--- src/rtl/fpa_pkg.sv ---
// rtl/fpa_pkg.sv - shared binary32 adder constants and packing helper
package fpa_pkg;

    localparam int EXP_W      = 8;
    localparam int FRAC_W     = 23;
    localparam logic [EXP_W-1:0] EXP_MAX = 8'hFF;

    // Field positions inside the unsigned mantissa sum from the add stage
    localparam int CARRY_BIT  = 24;
    localparam int HIDDEN_BIT = 23;

    function automatic logic [EXP_W+FRAC_W:0] fpa_pack(
        input logic              sign,
        input logic [EXP_W-1:0]  exp,
        input logic [FRAC_W-1:0] frac
    );
        return {sign, exp, frac};
    endfunction

endpackage

--- src/rtl/fpa_normalize_lzc24.sv ---
// rtl/fpa_normalize_lzc24.sv - 24-bit leading-zero counter, 24 for all-zero input
module lzc24 (
    input  logic [23:0] din,
    output logic [4:0]  count
);

    // Scan upward so the highest set bit has the final say
    always_comb begin
        count = 5'd24;
        for (int i = 0; i < 24; i++) begin
            if (din[i]) begin
                count = 5'(23 - i);
            end
        end
    end

endmodule

--- src/rtl/fpa_normalize.sv ---
// rtl/fpa_normalize.sv - two-stage normalize-and-pack stage of the fp adder
module fpa_normalize
    import fpa_pkg::*;
#(
    parameter int EXP_W  = fpa_pkg::EXP_W,
    parameter int FRAC_W = fpa_pkg::FRAC_W
) (
    input  logic                    clk,
    input  logic                    rst,
    input  logic                    in_valid,
    output logic                    in_ready,
    input  logic                    in_sign,
    input  logic [EXP_W-1:0]        in_exp,
    input  logic [31:0]             in_man,
    output logic                    out_valid,
    input  logic                    out_ready,
    output logic [EXP_W+FRAC_W:0]   out_result,
    output logic                    out_ovf,
    output logic                    out_unf,
    output logic                    out_zero
);

    logic        s1_v_q, s1_v_d;
    logic        s1_sign_q, s1_sign_d;
    logic [7:0]  s1_exp_q, s1_exp_d;
    logic        s1_carry_q, s1_carry_d;
    logic [23:0] s1_man_q, s1_man_d;
    logic [4:0]  s1_lz_q, s1_lz_d;

    logic        s2_v_q, s2_v_d;
    logic [31:0] res_q, res_d;
    logic        ovf_q, ovf_d;
    logic        unf_q, unf_d;
    logic        zero_q, zero_d;

    logic        s2_adv, s1_adv, in_fire;
    logic [4:0]  lz_in;
    logic [8:0]  exp_inc, exp_sub;
    logic [22:0] frac_sh;

    // Upper sum bits are structurally zero from the add stage
    logic unused_man_hi;
    assign unused_man_hi = ^in_man[31:25];

    lzc24 u_lzc (
        .din   (in_man[HIDDEN_BIT:0]),
        .count (lz_in)
    );

    // Handshake: in_ready looks through both stages so a full pipe never bubbles
    always_comb begin
        s2_adv   = !s2_v_q || out_ready;
        s1_adv   = s1_v_q && s2_adv;
        in_ready = !s1_v_q || s1_adv;
        in_fire  = in_valid && in_ready;
    end

    // S1 next state: capture the sum plus its carry flag and leading-zero count
    always_comb begin
        s1_v_d     = s1_v_q;
        s1_sign_d  = s1_sign_q;
        s1_exp_d   = s1_exp_q;
        s1_carry_d = s1_carry_q;
        s1_man_d   = s1_man_q;
        s1_lz_d    = s1_lz_q;
        if (in_fire) begin
            s1_v_d     = 1'b1;
            s1_sign_d  = in_sign;
            s1_exp_d   = in_exp;
            s1_carry_d = in_man[CARRY_BIT];
            s1_man_d   = in_man[HIDDEN_BIT:0];
            s1_lz_d    = lz_in;
        end else if (s1_adv) begin
            s1_v_d     = 1'b0;
        end
    end

    // S2 next state: shift, adjust exponent at 9 bits, classify and pack
    always_comb begin
        exp_inc = {1'b0, s1_exp_q} + 9'd1;
        exp_sub = {1'b0, s1_exp_q} - {4'b0, s1_lz_q};
        frac_sh = s1_man_q[22:0] << s1_lz_q;

        s2_v_d = s2_adv ? s1_v_q : s2_v_q;
        res_d  = res_q;
        ovf_d  = ovf_q;
        unf_d  = unf_q;
        zero_d = zero_q;

        if (s1_adv) begin
            ovf_d  = 1'b0;
            unf_d  = 1'b0;
            zero_d = 1'b0;
            if (s1_exp_q == EXP_MAX) begin
                res_d = fpa_pack(s1_sign_q, EXP_MAX, '0);
                ovf_d = 1'b1;
            end else if (!s1_carry_q && s1_lz_q == 5'd24) begin
                res_d  = '0;
                zero_d = 1'b1;
            end else if (s1_carry_q) begin
                if (exp_inc >= {1'b0, EXP_MAX}) begin
                    res_d = fpa_pack(s1_sign_q, EXP_MAX, '0);
                    ovf_d = 1'b1;
                end else begin
                    res_d = fpa_pack(s1_sign_q, exp_inc[7:0], s1_man_q[23:1]);
                end
            end else if (exp_sub[8] || exp_sub[7:0] == 8'd0) begin
                // Borrow or zero exponent: denormal range, flushed to signed zero
                res_d = {s1_sign_q, 31'h0};
                unf_d = 1'b1;
            end else begin
                res_d = fpa_pack(s1_sign_q, exp_sub[7:0], frac_sh);
            end
        end
    end

    // Pipeline registers; reset discards everything in flight
    always_ff @(posedge clk) begin
        if (rst) begin
            s1_v_q     <= 1'b0;
            s1_sign_q  <= 1'b0;
            s1_exp_q   <= '0;
            s1_carry_q <= 1'b0;
            s1_man_q   <= '0;
            s1_lz_q    <= '0;
            s2_v_q     <= 1'b0;
            res_q      <= '0;
            ovf_q      <= 1'b0;
            unf_q      <= 1'b0;
            zero_q     <= 1'b0;
        end else begin
            s1_v_q     <= s1_v_d;
            s1_sign_q  <= s1_sign_d;
            s1_exp_q   <= s1_exp_d;
            s1_carry_q <= s1_carry_d;
            s1_man_q   <= s1_man_d;
            s1_lz_q    <= s1_lz_d;
            s2_v_q     <= s2_v_d;
            res_q      <= res_d;
            ovf_q      <= ovf_d;
            unf_q      <= unf_d;
            zero_q     <= zero_d;
        end
    end

    assign out_valid  = s2_v_q;
    assign out_result = res_q;
    assign out_ovf    = ovf_q;
    assign out_unf    = unf_q;
    assign out_zero   = zero_q;

endmodule
--- config.mk ---
export PLATFORM = sky130hd
export DESIGN_NAME = fpa_normalize
export DESIGN_NICKNAME = d
export VERILOG_FILES = /design/src/rtl/fpa_pkg.sv /design/src/rtl/fpa_normalize_lzc24.sv /design/src/rtl/fpa_normalize.sv
export SDC_FILE = /design/constraint.sdc
export NUM_CORES = 1
export LEC_CHECK = 0
export ABC_AREA = 1
export CAP_MARGIN = 5
export CORE_MARGIN = 2
export CORE_UTILIZATION = 30
export DETAILED_ROUTE_END_ITERATION = 16
export DONT_BUFFER_PORTS = 1
export MAX_ROUTING_LAYER = met4
export PLACE_DENSITY_LB_ADDON = 0.25
export SLEW_MARGIN = 20
export SYNTH_ARGS = -nofsm -noshare
export SYNTH_HDL_FRONTEND = slang
export SYNTH_SLANG_ARGS = --single-unit
--- constraint.sdc ---
create_clock -name clk -period 3.08 [get_ports clk]
set_input_delay 0 -clock clk [delete_from_list [all_inputs] [get_ports clk]]
set_output_delay 0 -clock clk [all_outputs]
set_load 0.005 [all_outputs]
==> impl_metrics.tcl <==
set metrics [dict create \
    crit_type "reg2reg" \
    hold_class "in2reg" \
    ir_drop_v 0.000247 \
    ys.warnings.count 0 \
    setup_viol 0 \
    path_clk_slew_ps 50 \
    grt_first_pass_wirelength_um 23400 \
    rsz0062_at_grt "false" \
    worstPathMaxFanout 8 \
    powerDensity_nw_per_um2 458 \
    core.rowCount 46 \
    fmax_mhz 367 \
    violations "hold timing" \
    yosys.cell_count.top_type "nand2_1" \
    yosysSeqAreaShare_pct 31.9 \
    drive_gt1_share_pct 5.70 \
    drt-met1-wl_um 7270 \
    worstSetupStartpointType "flip-flop" \
    dieArea_um2 16900 \
    async_flop_share_pct 0 \
    syn2layout_area_growth_pct 17.4 \
    cts-root-buf "clkbuf_16" \
    avgSynthCellArea_um2 6.50 \
    clock_skew_ps 3.99 \
    ios 82 \
    netlist.area_leader.share_pct 31.9 \
    cts.sinks 76 \
    end_kind "flip-flop" \
    power_leakage_nw 2.27 \
    worst_pin_slew_ps 939 \
    grt-ovfl-total 0 \
    yosys.area.top_type "dfxtp_1" \
    cts_tree "done" \
    cts_buffers 9 \
    post-route-period-util_pct 88.5 \
    yosys-top-cells-count "155 x nand2_1, 120 x o21ai_0, 84 x inv_1" \
    slew_viol_final 0 \
    synth_edf_count 0 \
    drc 0 \
    drt_iter0_markers 283 \
    cap_viol_max_count 0 \
    synth_flop_cell "dfxtp_1" \
    cts_repair_resize_count 0 \
    tns_ps 0 \
    gp_congestion 0.891 \
    route.met3.wl_um 862 \
    detail_route.wirelength_um 14400 \
    core_um2 15700 \
    place_area_um2 4930 \
    grt.total_usage_pct 18.3 \
    die-width_um 130 \
    antennaDiodeCount 0 \
    synth.area.top_cells "dfxtp_1 32%, o21ai_0 13%, nand2_1 12%, a21oi_1 8.2%, inv_1 6.6%" \
    synth_nets 786 \
    vias_per_cell 4.87 \
    arrival_ps 2950 \
    clockBufferDepth 2 \
    dp_hpwl_um 10800 \
    min_period_ps 2730 \
    path_common_cell "inv_1" \
    crit_slowest_cell "a2111oi_0" \
    grt_pass1_vias 4480 \
    vias 4722 \
    cts_hold_buf 41 \
    wl_met2_um 6050 \
    grt_start_max_net_pins 49 \
    synth_cells 733 \
    finalNetCount 806 \
    die_h_um 130 \
    final_area_um2 5600 \
    dr.max_layer_used "met4" \
    htree_levels 3 \
    antenna_left 0 \
    max_slew_margin_pct 37.3 \
    portBuffers 0 \
    wl_per_cell_um 14.8 \
    netlist_area_um2 4770 \
    whs_ps -5.80 \
    critPathMaxStageDelay_ps 490 \
    antenna_found_initial 0 \
    post-cts-setup-buffer-count 0 \
    finalHoldViolCount 1 \
    worstPathRequired_ps 3300 \
    status "finished, violations left" \
    ys_ff_latch 76 \
    clk-insertion-delay-late_ps 340 \
    crit_chain "inv_1, ha_1, inv_1, fa_1, inv_1, nand3_1, a2111oi_0, nand3_1, nand2_2, inv_1, nand2_1, nand2_1, nand3_1, a21oi_1" \
    start_util_pct 30.3 \
    first_pass_iters 5 \
    ys_types 46 \
]
worst max-delay path, delay by kind of cell, from the launching register on:
family          cells  cell delay [ps]
compound gates      2              560
flops               1              400
fa+ha+maj           2              610
simple gates        6              610
buf+inv             4              420
metal layers:
| metal | track usage (%) | vias up |
|---|---|---|
| li1 | - | 2488 |
| met5 | - | - |
| met3 | 2.87 | 15 |
| met2 | 25.9 | 111 |
| met1 | 26.2 | 2108 |
| met4 | 6.39 | 0 |
sequential cells by signal (all words and copies together) (netlist names):
| name | cells |
|---|---|
| s1_exp_q | 8 |
| out_unf | 1 |
| s1_man_q | 24 |
| out_result | 32 |
| s1_sign_q | 1 |
| s1_carry_q | 1 |
| out_ovf | 1 |
| out_valid | 1 |
| out_zero | 1 |
| s1_v_q | 1 |
| s1_lz_q | 5 |
cells by family (layout without fill, tap and decap cells):
group / Yosys count / count (layout) / synth area share [%]
and+or+nand+nor: 261 / 261 / 22.7
AOI/OAI and AO/OA: 239 / 239 / 28.2
buffers and inverters: 131 / 152 / 11.4
DFF: 76 / 76 / 31.9
xor gates and xnor gates: 11 / 11 / 2.02
adders and majority gates: 8 / 8 / 2.26
muxes: 7 / 7 / 1.47
power by group:
group,switching (W),internal (W),leakage [nW]
sequential,0.0000465,0.00105,0.625
clock,0.000368,0.000549,0.120
combinational,0.000343,0.000208,1.52
total,0.000757,0.00180,2.27
layout by cell type, fill, tap and decap left out, types with 8 or more instances in the layout:
cell type      Yosys  routed
nor2_1            39      39
clkbuf_16          0       9
o21ai_0          120     120
a21oi_1           78      78
buf_4              2      12
nand3_1           49      49
dfxtp_1           76      76
xor2_1            11      11
dlygate4sd3_1      0      40
inv_1             84      84
nand2_1          155     154
o31ai_2            8       8
final timing paths:
check                start            end  cells after the start  slack [ps]
max            s1_exp_q[0]  out_result[9]                     14         350
min             in_man[21]     s1_lz_q[0]                      5          -6
max reg2reg    s1_exp_q[0]  out_result[9]                     14         350
min reg2reg  out_result[9]  out_result[9]                      2         480
cell type report:
type / instances / area, um2
inverter: 86 / 323
tap: 216 / 270
clock buffer: 12 / 246
fill: 1743 / 10100
sequential: 76 / 1520
multi-input combinational: 526 / 2710
timing repair buffer: 54 / 531
per-stage QoR:
step           instances  hold WS, ps  util (%)  worst slack, ps  power, W
4_1_cts              970         3.61      35.6              388   0.00258
5_1_grt              970         37.1      35.6             36.7   0.00272
6_report             970        -5.80      35.6              353   0.00256
3_5_place_dp         917         71.9      31.4              428   0.00161
3_3_place_gp         917         68.9      31.4              429   0.00161
2_1_floorplan        733          126         -              580   0.00150
(Power assumes the default switching activity.)
